`src/rtl/mod_inverse_pkg.sv`:
```
// ============================================================================
//  Module : mod_inverse_pkg
//  Brief  : Shared state encoding, default sizes and width helper for the
//           sequential modular-inverse coprocessor.
//  Rev    : 1.0
// ============================================================================
`default_nettype none

package mod_inverse_pkg;

    localparam int DEFAULT_WIDTH  = 8;
    localparam int DEFAULT_STEP_W = 5;

    typedef enum logic [1:0] {
        IDLE = 2'd0,
        LOAD = 2'd1,
        ITER = 2'd2,
        DONE = 2'd3
    } state_t;

    // Bezout coefficients satisfy |t| <= m, so one extra sign bit suffices.
    function automatic int t_width(input int width);
        return width + 1;
    endfunction

endpackage

`default_nettype wire

```
`src/rtl/mod_inverse_seq_if.sv`:
```
// ============================================================================
//  Module : mod_inverse_seq_if
//  Brief  : start/ready/valid request and result bundle for mod_inverse_seq.
//  Rev    : 1.0
// ============================================================================
`default_nettype none

interface mod_inverse_seq_if
    import mod_inverse_pkg::*;
#(
    parameter int WIDTH  = DEFAULT_WIDTH,
    parameter int STEP_W = DEFAULT_STEP_W
);

    logic              start;
    logic [WIDTH-1:0]  modulus;
    logic [WIDTH-1:0]  a;
    logic              ready;
    logic              busy;
    logic              valid;
    logic [WIDTH-1:0]  inverse;
    logic              no_inverse;
    logic [STEP_W-1:0] steps;

    modport master (
        output start, modulus, a,
        input  ready, busy, valid, inverse, no_inverse, steps
    );

    modport slave (
        input  start, modulus, a,
        output ready, busy, valid, inverse, no_inverse, steps
    );

endinterface

`default_nettype wire

```
`src/rtl/euclid_div_step.sv`:
```
// ============================================================================
//  Module : euclid_div_step
//  Brief  : One combinational extended-Euclid division step on (r0,r1,t0,t1).
//  Rev    : 1.0
// ============================================================================
`default_nettype none

module euclid_div_step
    import mod_inverse_pkg::*;
#(
    parameter int WIDTH = DEFAULT_WIDTH,
    parameter int TW    = WIDTH + 1
) (
    input  logic [WIDTH-1:0]        r0,
    input  logic [WIDTH-1:0]        r1,
    input  logic signed [TW-1:0]    t0,
    input  logic signed [TW-1:0]    t1,
    output logic [WIDTH-1:0]        r0_next,
    output logic [WIDTH-1:0]        r1_next,
    output logic signed [TW-1:0]    t0_next,
    output logic signed [TW-1:0]    t1_next
);

    logic [WIDTH-1:0]     q;
    logic signed [TW-1:0] q_s;

    // The caller never uses the result when r1 is zero; the guard keeps X out.
    assign q   = (r1 == '0) ? '0 : r0 / r1;
    assign q_s = $signed({1'b0, q});

    assign r0_next = r1;
    assign r1_next = r0 - q * r1;
    assign t0_next = t1;
    // Intermediate product may wrap; the true difference always fits in TW bits.
    assign t1_next = t0 - q_s * t1;

endmodule

`default_nettype wire

```
`src/rtl/mod_inverse_seq.sv`:
```
// ============================================================================
//  Module : mod_inverse_seq
//  Brief  : Multi-cycle a^-1 mod m via extended Euclid, one step per clock.
//  Rev    : 1.0
// ============================================================================
`default_nettype none

module mod_inverse_seq
    import mod_inverse_pkg::*;
#(
    parameter int WIDTH  = DEFAULT_WIDTH,
    parameter int STEP_W = DEFAULT_STEP_W
) (
    input  logic              clk,
    input  logic              rst,
    mod_inverse_seq_if.slave  bus
);

    localparam int TW = t_width(WIDTH);

    state_t               state, state_next;
    logic                 accept;
    logic [WIDTH-1:0]     m_q, a_q;
    logic [WIDTH-1:0]     r0, r1, r0_nx, r1_nx;
    logic signed [TW-1:0] t0, t1, t0_nx, t1_nx;
    logic signed [TW-1:0] t_norm;
    logic                 bad;
    logic                 m_small;
    logic [WIDTH-1:0]     inverse_q;
    logic                 no_inv_q;
    logic [STEP_W-1:0]    steps_q;

    euclid_div_step #(.WIDTH(WIDTH), .TW(TW)) u_step (
        .r0      (r0),
        .r1      (r1),
        .t0      (t0),
        .t1      (t1),
        .r0_next (r0_nx),
        .r1_next (r1_nx),
        .t0_next (t0_nx),
        .t1_next (t1_nx)
    );

    assign m_small = (m_q < WIDTH'(2));
    assign t_norm  = t0[TW-1] ? (t0 + $signed({1'b0, m_q})) : t0;

    always_ff @(posedge clk or posedge rst) begin
        if (rst) state <= IDLE;
        else     state <= state_next;
    end

    always_comb begin
        state_next     = state;
        accept         = 1'b0;
        bus.ready      = 1'b0;
        bus.busy       = 1'b0;
        bus.valid      = 1'b0;
        bus.inverse    = inverse_q;
        bus.no_inverse = no_inv_q;
        bus.steps      = steps_q;
        case (state)
            IDLE: begin
                bus.ready = 1'b1;
                if (bus.start) begin
                    accept     = 1'b1;
                    state_next = LOAD;
                end
            end
            LOAD: begin
                bus.busy   = 1'b1;
                state_next = ITER;
            end
            ITER: begin
                bus.busy = 1'b1;
                if (r1 == '0) state_next = DONE;
            end
            DONE: begin
                bus.valid  = 1'b1;
                state_next = IDLE;
            end
            default: state_next = IDLE;
        endcase
    end

    always_ff @(posedge clk or posedge rst) begin
        if (rst) begin
            m_q       <= '0;
            a_q       <= '0;
            r0        <= '0;
            r1        <= '0;
            t0        <= '0;
            t1        <= '0;
            bad       <= 1'b0;
            inverse_q <= '0;
            no_inv_q  <= 1'b0;
            steps_q   <= '0;
        end else begin
            case (state)
                IDLE: begin
                    if (accept) begin
                        m_q       <= bus.modulus;
                        a_q       <= bus.a;
                        bad       <= 1'b0;
                        inverse_q <= '0;
                        no_inv_q  <= 1'b0;
                        steps_q   <= '0;
                    end
                end
                LOAD: begin
                    r0 <= m_q;
                    t0 <= '0;
                    t1 <= {{(TW-1){1'b0}}, 1'b1};
                    // m<2 has no inverse and must not reach the divider.
                    if (m_small) begin
                        r1  <= '0;
                        bad <= 1'b1;
                    end else begin
                        r1  <= a_q % m_q;
                        bad <= 1'b0;
                    end
                end
                ITER: begin
                    if (r1 != '0) begin
                        r0 <= r0_nx;
                        r1 <= r1_nx;
                        t0 <= t0_nx;
                        t1 <= t1_nx;
                        if (steps_q != '1) steps_q <= steps_q + 1'b1;
                    end else if (!bad && r0 == WIDTH'(1)) begin
                        inverse_q <= t_norm[WIDTH-1:0];
                        no_inv_q  <= 1'b0;
                    end else begin
                        inverse_q <= '0;
                        no_inv_q  <= 1'b1;
                    end
                end
                default: ;
            endcase
        end
    end

endmodule

`default_nettype wire

```
`src/flat_wrapper.sv`:
```
// flat-port wrapper written by rule: the top's interface ports become plain ports
module mod_inverse_seq_flat import mod_inverse_pkg::*;
#(
    parameter int WIDTH  = DEFAULT_WIDTH,
    parameter int STEP_W = DEFAULT_STEP_W
)
  (clk, rst, bus_start, bus_modulus, bus_a, bus_ready, bus_busy, bus_valid, bus_inverse, bus_no_inverse, bus_steps);
  mod_inverse_seq_if #(.WIDTH(WIDTH), .STEP_W(STEP_W)) bus_i ();
  input  logic clk;
  input  logic rst;
  input wire logic [$bits(bus_i.start)-1:0] bus_start;
  input wire logic [$bits(bus_i.modulus)-1:0] bus_modulus;
  input wire logic [$bits(bus_i.a)-1:0] bus_a;
  output wire logic [$bits(bus_i.ready)-1:0] bus_ready;
  output wire logic [$bits(bus_i.busy)-1:0] bus_busy;
  output wire logic [$bits(bus_i.valid)-1:0] bus_valid;
  output wire logic [$bits(bus_i.inverse)-1:0] bus_inverse;
  output wire logic [$bits(bus_i.no_inverse)-1:0] bus_no_inverse;
  output wire logic [$bits(bus_i.steps)-1:0] bus_steps;
  assign bus_i.start = bus_start;
  assign bus_i.modulus = bus_modulus;
  assign bus_i.a = bus_a;
  assign bus_ready = bus_i.ready;
  assign bus_busy = bus_i.busy;
  assign bus_valid = bus_i.valid;
  assign bus_inverse = bus_i.inverse;
  assign bus_no_inverse = bus_i.no_inverse;
  assign bus_steps = bus_i.steps;
  mod_inverse_seq #(.WIDTH(WIDTH), .STEP_W(STEP_W)) u_core (.clk(clk), .rst(rst), .bus(bus_i));
endmodule
```
`config.mk`:
```
export PLATFORM = sky130hd
export DESIGN_NAME = mod_inverse_seq_flat
export DESIGN_NICKNAME = d
export VERILOG_FILES = /design/src/rtl/mod_inverse_pkg.sv /design/src/rtl/mod_inverse_seq_if.sv /design/src/rtl/euclid_div_step.sv /design/src/rtl/mod_inverse_seq.sv /design/src/flat_wrapper.sv
export SDC_FILE = /design/constraint.sdc
export NUM_CORES = 1
export LEC_CHECK = 0
export CORE_MARGIN = 2
export CORE_UTILIZATION = 45
export CTS_BUF_LIST = sky130_fd_sc_hd__clkbuf_2 sky130_fd_sc_hd__clkbuf_4 sky130_fd_sc_hd__clkbuf_8
export DETAILED_ROUTE_END_ITERATION = 16
export RECOVER_POWER = 100
export SYNTH_ARGS = -nofsm -noshare
export SYNTH_HDL_FRONTEND = slang
export SYNTH_SLANG_ARGS = --single-unit
export TNS_END_PERCENT = 100
```
`constraint.sdc`:
```
create_clock -name clk -period 37.3 [get_ports clk]
set_input_delay 7.46 -clock clk [delete_from_list [all_inputs] [get_ports clk]]
set_output_delay 7.46 -clock clk [all_outputs]
set_load 0.05 [all_outputs]
```
==> qor.yml, run 1 <==
layout:
  final_cell_mix: "137 x ha_1, 105 x inv_1, 100 x nand2_1"
  mostFrequentLayoutCell: "ha_1"
  num_antenna_cells: 0
  drive_gt1_share_pct: 6.361
  layout.nets: 1263
  areaGrowthSynthToFinish_pct: 8.515
  final_util_pct: 50.06
timing:
  fin_skew_ns: 0.009855
  fmax_ghz: 0.05650
  worst_pin_slew_ns: 3.607
  fin_setup_tns_ns: 0
  hold_viol: 0
  finalMaxSlewViolations: 111
  min_period_over_period_pct: 47.45
  slew_headroom_pct: -140.5
  min_period_ns: 17.70
  setup_viol: 0
  rsz0062_at_grt: "no"
routing:
  vias: 7288
  ant_nets: 0
  route.detailed.drc: 0
  drt-initial-drc-count: 440
  drtPass1Iterations: 5
  drt_wl_total_um: 21670
  vias_per_cell: 5.463
  wire_per_inst_um: 16.24
synthesis:
  synth_edf_count: 0
  synth-seq-cells: 67
  synth_warnings: 0
  synthFlopType: "dfrtp_1"
  syn_nets: 1250
  seq_area_frac_synth_pct: 18.55
  synth_cell_type_count: 64
  syn-cell-area_um2: 9037
  synth_cells: 1051
  avgSynthCellArea_um2: 8.599
  async_reset_ff_share_pct: 100.0
worst_setup_path:
  crit_required_ns: 37.50
  worstPathArrival_ns: 17.90
  crit_path_start_kind: "register"
  cp_max_fo: 18
  crit_path_frequent_cell: "ha_1"
  path_class: "register to register"
  crit_buf_inv: 4
  slowest_stage: "a211oi_1"
  worstSetupEndpointType: "register"
  cpLargestDelayFamily: "compound AO/OA/AOI/OAI gates"
  max_stage_delay_ns: 1.09
clocking:
  clockRootBuffer: "clkbuf_8"
  worstSkewPairLatency_ns: 0.34
  postCtsSetupBuffers: 0
  h-tree-depth: 3
  hold_buffers: 0
  cts_resized: 0
  cts_tree: "yes"
  cts_sinks: 67
  clkTransAtPathRegs_ns: 0.07
  clockBufferDepth: 2
  numCtsBuffers: 9
floorplanning:
  std_cell_rows: 51
  die_h_um: 145.7
  die_x_um: 145.7
  start_util_pct: 46.13
  ios: 36
  die-area_um2: 21230
  core_area_um2: 19590
hold_path:
  min_path_type: "register to register"
placed_design:
  hpwl_um: 17220
  port-buffer-count: 35
  gp_congestion: 0.8610
job:
  maxCapViolations: 2
grt:
  grt_antenna_before_repair: 1
  grt_pass1_vias: 7248
  grt_first_pass_wirelength_um: 36450
  grt_max_degree: 68
  grt-ovfl-total: 0
  grt_util_all_layers_pct: 20.77
outcome:
  failed_checks: "max-capacitance violations, max-slew violations"
  status: "complete, but fails checks"
[area by class of cell]
cell class	instances	area (µm²)
fillers	1969	9783
multi-input cells	839	6804
flip-flops and latches	67	1677
inverters	106	397.9
repair buffers	41	384.1
well taps	265	331.6
clock buffers	13	166.4
clock inverters	3	46.29
[sequential cells by signal, summed over array words and instances (netlist names)]
signal and cells:
u_core.state 2, u_core.bad 1, u_core.t0 9, u_core.bus.no_inverse 1, u_core.a_q 8, u_core.bus.steps 5
u_core.m_q 8, u_core.t1 9, u_core.r0 8, u_core.r1 8, u_core.bus.inverse 8
[synth_stat cells, drive strengths merged, types with 3 or more instances]
library cell | n | share of area (%)
a211oi | 5 | 0.42
a21o | 18 | 1.5
a21oi | 47 | 2.6
a22oi | 4 | 0.33
a31oi | 9 | 0.62
a32oi | 3 | 0.29
a41oi | 4 | 0.39
and2 | 26 | 1.8
and3 | 12 | 0.83
buf | 5 | 0.33
clkbuf | 34 | 1.4
dfrtp | 67 | 19
fa | 43 | 9.5
ha | 137 | 19
inv | 106 | 4.4
mux2 | 40 | 5.0
mux2i | 25 | 2.8
nand2 | 100 | 4.2
nand2b | 15 | 1.0
nand3 | 22 | 1.2
nand4 | 4 | 0.28
nor2 | 58 | 2.4
nor2b | 8 | 0.55
nor3 | 31 | 1.7
nor3b | 3 | 0.25
nor4 | 6 | 0.58
o211ai | 5 | 0.42
o21a | 29 | 2.4
o21ai | 68 | 3.8
o21bai | 5 | 0.42
o22a | 3 | 0.29
o22ai | 3 | 0.21
o31ai | 4 | 0.33
or2 | 6 | 0.42
or3 | 4 | 0.33
xnor2 | 47 | 4.6
xnor3 | 3 | 0.75
xor2 | 21 | 2.0
[final timing paths]
kind,endpoint,depth (start not counted),slack (ns),startpoint
setup / recovery,u_core.t1[8]$_DFFE_PP0P_,57,19.60,u_core.r1[0]$_DFFE_PP0P_
hold reg to reg,u_core.bus.inverse[1]$_DFFE_PP0P_,2,0.48,u_core.bus.inverse[1]$_DFFE_PP0P_
hold / removal,u_core.bus.inverse[1]$_DFFE_PP0P_,2,0.48,u_core.bus.inverse[1]$_DFFE_PP0P_
setup reg to reg,u_core.t1[8]$_DFFE_PP0P_,57,19.60,u_core.r1[0]$_DFFE_PP0P_
max in group asynchronous,u_core.a_q[0]$_DFFE_PP0P_,3,26.32,rst
min in group asynchronous,u_core.m_q[2]$_DFFE_PP0P_,3,8.95,rst
[layer usage]
metal	up-vias	wire length [µm]	global-route usage [%]
li1	3688	-	-
met1	3452	10620	29.22
met2	122	10110	34.60
met3	26	629	1.787
met4	0	310	5.196
met5	-	0	0
[worst reg2reg max path: cells and delay by family, from the launching register on]
| kind | cells | cell delay (ns) |
|---|---|---|
| compound gates | 24 | 6.92 |
| fa+ha+maj | 13 | 5.00 |
| xor+xnor | 7 | 1.56 |
| mux | 4 | 1.54 |
| simple gates | 5 | 0.95 |
| buf+inv | 4 | 0.95 |
| flops | 1 | 0.61 |
[kinds of logic (layout without fill, tap and decap cells)]
group                    Yosys count  after routing  share of synthesized area [%]
adder cells (fa/ha/maj)          180            180                          28.49
buffers and inverters            145            163                          6.161
multiplexers                      65             65                          7.794
flip-flops                        67             67                          18.55
AO/OA/AOI/OAI                    222            222                          15.51
AND/OR/NAND/NOR                  301            301                          16.16
XOR/XNOR                          71             71                          7.338
[stage by stage]
step	instances	instance area (µm²)	worst slack (ns)	hold WS, ns
after detailed placement	1318	9608	20.45	0.4733
after global routing	1334	9807	18.08	0.5169
after global placement	1318	9608	20.97	0.4711
after floorplan	1051	9037	22.42	0.4668
final	1334	9807	19.60	0.4767
after CTS	1334	9821	20.37	0.4903
Power of run 1 is left out: the tool's default activity adds up to more than one toggle a clock period on the data nets, which glitch-free logic cannot reach.
==> inputs of run 2 (changes only) <==
==> constraint.sdc (replaced) <==
create_clock -name clk -period 16.2 [get_ports clk]
set_input_delay 3.24 -clock clk [delete_from_list [all_inputs] [get_ports clk]]
set_output_delay 3.24 -clock clk [all_outputs]
set_load 0.05 [all_outputs]
==> run 2 against run 1 <==
Compared with the run above:
- the run still ends with max-capacitance violations, max-slew violations left
- non-clock buffer count increased by 10
- setup slack lost 18 ns
- clock skew barely moved
- highest routed layer unchanged
==> qor.yml, run 2 (synthesized netlist as in run 1, its figures left out) <==
clocking:
  clkTransAtPathRegs_ns: 0.08
  clockBufferDepth: 2
  clockRootBuffer: "clkbuf_8"
  h-tree-depth: 3
  hold_buffers: 0
  numCtsBuffers: 9
  worstSkewPairLatency_ns: 0.35
  cts_sinks: 67
  cts_tree: "yes"
worst_setup_path:
  crit_path_frequent_cell: "ha_1"
  cpLargestDelayFamily: "compound AO/OA/AOI/OAI gates"
  crit_buf_inv: 8
  path_class: "register to register"
  crit_required_ns: 16.42
  worstSetupEndpointType: "register"
  crit_path_start_kind: "register"
  slowest_stage: "fa_1"
  cp_max_fo: 14
  max_stage_delay_ns: 0.56
  worstPathArrival_ns: 15.32
placed_design:
  hpwl_um: 17420
  port-buffer-count: 35
  gp_congestion: 0.8590
  dp_cells: 1325
routing:
  vias: 7307
  drt_wl_total_um: 21620
  ant_nets: 0
  drtPass1Iterations: 5
  drt-initial-drc-count: 342
  wire_per_inst_um: 16.08
  vias_per_cell: 5.437
  route.detailed.drc: 0
floorplanning:
  std_cell_rows: 51
  die_x_um: 145.7
  ios: 36
  die-area_um2: 21230
  core_area_um2: 19590
  start_util_pct: 46.13
  die_h_um: 145.7
layout:
  n_fill_cell: 1908
  reg_top3: "u_core.t0 x9, u_core.t1 x9"
  areaGrowthSynthToFinish_pct: 9.387
  layout.nets: 1273
  final_cell_mix: "137 x ha_1, 103 x inv_1, 100 x nand2_1"
  fin_cells: 1344
  num_antenna_cells: 0
  drive_gt1_share_pct: 8.156
  mostFrequentLayoutCell: "ha_1"
grt:
  grt_antenna_before_repair: 0
  grt_pass1_vias: 7114
  grt-ovfl-total: 0
  grt_max_degree: 68
  grt_util_all_layers_pct: 20.73
  grt_first_pass_wirelength_um: 36120
timing:
  min_period_ns: 15.09
  min_period_over_period_pct: 93.18
  rsz0062_at_grt: "no"
  setup_viol: 0
  fmax_ghz: 0.06625
  hold_viol: 0
  finalMaxSlewViolations: 154
  fin_setup_tns_ns: 0
  worst_pin_slew_ns: 3.632
  slew_headroom_pct: -142.1
  fin_skew_ns: 0.01033
outcome:
  failed_checks: "max-capacitance violations, max-slew violations"
  status: "complete, but fails checks"
job:
  maxCapViolations: 3
hold_path:
  min_path_type: "register to register"
-- run 2: cell types whose count changed in the layout (fill, tap and decap cells not counted), moves of 2 or more --
cell / change
dfrtp_1: -2
clkinv_2: +2
buf_4: +10
dfrtp_2: +2
nor2_1: -2
clkinvlp_4: +2
mux2_1: -2
inv_1: -2
nor2_2: +2
mux2_2: +2
o21ai_0: -2
clkbuf_8: -2
-- run 2: path summary, 6_finish.rpt --
check	from	endpoint	slack [ns]	depth (start not counted)
max in group asynchronous	rst	u_core.r1[0]$_DFFE_PP0P_	9.13	3
min reg2reg	u_core.bus.inverse[3]$_DFFE_PP0P_	u_core.bus.inverse[3]$_DFFE_PP0P_	0.48	2
min	u_core.bus.inverse[3]$_DFFE_PP0P_	u_core.bus.inverse[3]$_DFFE_PP0P_	0.48	2
max	u_core.r1[2]$_DFFE_PP0P_	u_core.t1[8]$_DFFE_PP0P_	1.11	66
max reg2reg	u_core.r1[2]$_DFFE_PP0P_	u_core.t1[8]$_DFFE_PP0P_	1.11	66
min in group asynchronous	rst	u_core.m_q[1]$_DFFE_PP0P_	4.74	3
-- run 2: through the flow --
step	hold WS (ns)	cell area, µm²	worst slack (ns)	util, %
4_1_cts	0.4926	9857	0.4627	50.32
3_3_place_gp	0.4715	9661	0.9889	49.31
3_5_place_dp	0.4755	9661	0.5009	49.31
6_report	0.4811	9886	1.105	50.46
2_1_floorplan	0.4668	9037	1.320	-
5_1_grt	0.5099	9886	0.01959	50.46
-- run 2: worst register-to-register path, delay by kind of cell, from the launching register on --
family | cells | cell delay, ns
simple gates | 8 | 1.13
xor+xnor | 7 | 1.59
flops | 1 | 0.54
mux | 2 | 0.65
buf+inv | 8 | 1.48
fa+ha+maj | 12 | 4.43
compound gates | 29 | 5.18
-- run 2: what timing repair did --
action,CTS,global route
buffers inserted,0,3
resized for setup,0,8
setup endpoints to repair,0,4
-- run 2: area by class of cell --
class                           instances  area [µm²]  share of cell area, %
Multi-Input combinational cell        839        6813                  68.92
Sequential cell                        67        1679                  16.99
Timing Repair Buffer                   51       460.4                  4.658
Inverter                              106       405.4                  4.101
Tap cell                              265       331.6                  3.354
Clock buffer                           10       131.4                  1.329
Clock inverter                          6       65.06                 0.6581
-- run 2: routing by layer --
| metal | vias up | global-route usage, % | wire length, µm |
|---|---|---|---|
| li1 | 3704 | - | - |
| met1 | 3469 | 29.37 | 10610 |
| met2 | 115 | 34.62 | 10130 |
| met3 | 19 | 1.881 | 616 |
| met4 | 0 | 4.265 | 260 |
| met5 | - | 0 | 0 |
Power of run 2 is left out for the same reason.
==> inputs of run 3 (changes only) <==
==> constraint.sdc (replaced) <==
create_clock -name clk -period 14.35 [get_ports clk]
set_input_delay 2.87 -clock clk [delete_from_list [all_inputs] [get_ports clk]]
set_output_delay 2.87 -clock clk [all_outputs]
set_load 0.05 [all_outputs]
==> run 3 against run 2 <==
Compared with the run above:
- the flow still finishes with violations (max-capacitance violations, max-slew violations)
- setup slack lost 0.59 ns
- utilization rose by 1.9 points
- final cell count grew 1.5%
- via count increased by 0.79%
- routed wire length is 3.5% higher
- flip-flop and latch count did not move
- clock skew is essentially flat
- global-route usage rose by 0.44 points
- critical path depth shrank 4
- register-to-register slack got worse by 0.59 ns
- die area unchanged
- final area rose by 3.7%
- largest cell class unchanged
==> qor.yml, run 3 (synthesized netlist as in run 1, its figures left out) <==
clocking:
  h-tree-depth: 3
  numCtsBuffers: 9
  cts_sinks: 67
  worstSkewPairLatency_ns: 0.35
  hold_buffers: 0
  clockBufferDepth: 2
  cts_tree: "yes"
  clockRootBuffer: "clkbuf_8"
  clkTransAtPathRegs_ns: 0.08
routing:
  vias_per_cell: 5.400
  vias: 7365
  wire_per_inst_um: 16.40
  drt_wl_total_um: 22370
  ant_nets: 0
  drtPass1Iterations: 4
  drt-initial-drc-count: 459
  route.detailed.drc: 0
worst_setup_path:
  crit_required_ns: 14.58
  crit_path_start_kind: "register"
  worstPathArrival_ns: 14.06
  cpLargestDelayFamily: "adder cells"
  worstSetupEndpointType: "register"
  path_class: "register to register"
  slowest_stage: "fa_1"
  r2r_slack_ns: 0.52
  crit_path_frequent_cell: "ha_1"
  cp_max_fo: 8
  crit_buf_inv: 7
  max_stage_delay_ns: 0.54
timing:
  fmax_ghz: 0.07230
  min_period_ns: 13.83
  min_period_over_period_pct: 96.39
  setup_ws_ns: 0.5184
  whs_ns: 0.4792
  finalMaxSlewViolations: 68
  fin_skew_ns: 0.01061
  hold_viol: 0
  setup_viol: 0
  slew_headroom_pct: -141.2
  worst_pin_slew_ns: 3.618
floorplanning:
  die_x_um: 145.7
  std_cell_rows: 51
  ios: 36
  core_area_um2: 19590
  die-area_um2: 21230
  die_h_um: 145.7
  start_util_pct: 46.13
layout:
  areaGrowthSynthToFinish_pct: 13.47
  fin_cells: 1364
  layout.nets: 1293
  drive_gt1_share_pct: 11.37
  num_antenna_cells: 0
  mostFrequentLayoutCell: "ha_1"
  final_cell_mix: "133 x ha_1, 105 x inv_1, 100 x nand2_1"
  n_fill_cell: 1902
  reg_top3: "u_core.t0 x9, u_core.t1 x9"
grt:
  grt_first_pass_wirelength_um: 36870
  grt_util_all_layers_pct: 21.17
  grt-ovfl-total: 0
  grt_max_degree: 68
  grt_antenna_before_repair: 0
  grt_pass1_vias: 7328
outcome:
  failed_checks: "max-capacitance violations, max-slew violations"
  status: "complete, but fails checks"
job:
  maxCapViolations: 1
placed_design:
  port-buffer-count: 35
  hpwl_um: 17330
  place_ws_ns: -0.2060
  gp_congestion: 0.8835
  dp_cells: 1336
hold_path:
  min_path_type: "register to register"
[run 3: cell count changes in the layout (fill, tap and decap cells not counted), moves of 4 or more]
| cell | previous run | this run |
|---|---|---|
| and2_1 | 21 | 25 |
| a21oi_1 | 47 | 43 |
| ha_1 | 137 | 133 |
| buf_4 | 13 | 32 |
| and2_0 | 5 | 1 |
| a21oi_2 | 0 | 4 |
[run 3: layout make-up]
type | instances | area, µm² | area share [%]
clock buffers | 10 | 131.4 | 1.281
clock inverters | 6 | 112.6 | 1.098
inverters | 106 | 397.9 | 3.880
multi-input cells | 839 | 6984 | 68.11
flip-flops and latches | 67 | 1677 | 16.35
well taps | 265 | 331.6 | 3.233
repair buffers | 71 | 620.6 | 6.052
[run 3: repair_timing]
action | in CTS | in global routing
endpoints found under the setup margin | 1 | 5
buffers inserted | 1 | 11
pin swaps | 1 | 14
gates resized for setup | 2 | 29
[run 3: path summary, 6_finish.rpt]
path                       cells after the start                              start                                 to
setup reg to reg                              62           u_core.r1[7]$_DFFE_PP0P_           u_core.t1[8]$_DFFE_PP0P_
hold reg to reg                                2  u_core.bus.inverse[1]$_DFFE_PP0P_  u_core.bus.inverse[1]$_DFFE_PP0P_
min in group asynchronous                      3                                rst          u_core.m_q[2]$_DFFE_PP0P_
max in group asynchronous                      3                                rst           u_core.r1[2]$_DFFE_PP0P_
setup / recovery                              62           u_core.r1[7]$_DFFE_PP0P_           u_core.t1[8]$_DFFE_PP0P_
hold / removal                                 2  u_core.bus.inverse[1]$_DFFE_PP0P_  u_core.bus.inverse[1]$_DFFE_PP0P_
[run 3: worst min-delay path: stages (launching register included)]
cell and delay (ns):
dfrtp_1 0.34, nand2_1 0.04, o21ai_0 0.06
[run 3: per-stage QoR]
| step | utilization, % | area [µm²] | TNS (ns) |
|---|---|---|---|
| 6_report | 52.35 | 10250 | 0 |
| 5_1_grt | 52.35 | 10250 | -0.2059 |
| 4_1_cts | 51.08 | 10010 | 0 |
| 3_5_place_dp | 49.75 | 9747 | -0.2060 |
| 3_3_place_gp | 49.75 | 9747 | 0 |
| 2_1_floorplan | - | 9046 | 0 |
[run 3: layer usage]
metal,global-route usage (%),up-vias,wire length (µm)
met5,0,-,0
met4,5.735,0,338
met3,2.382,27,763
met2,35.54,118,10700
met1,29.01,3485,10570
li1,-,3735,-
Power of run 3 is left out for the same reason.
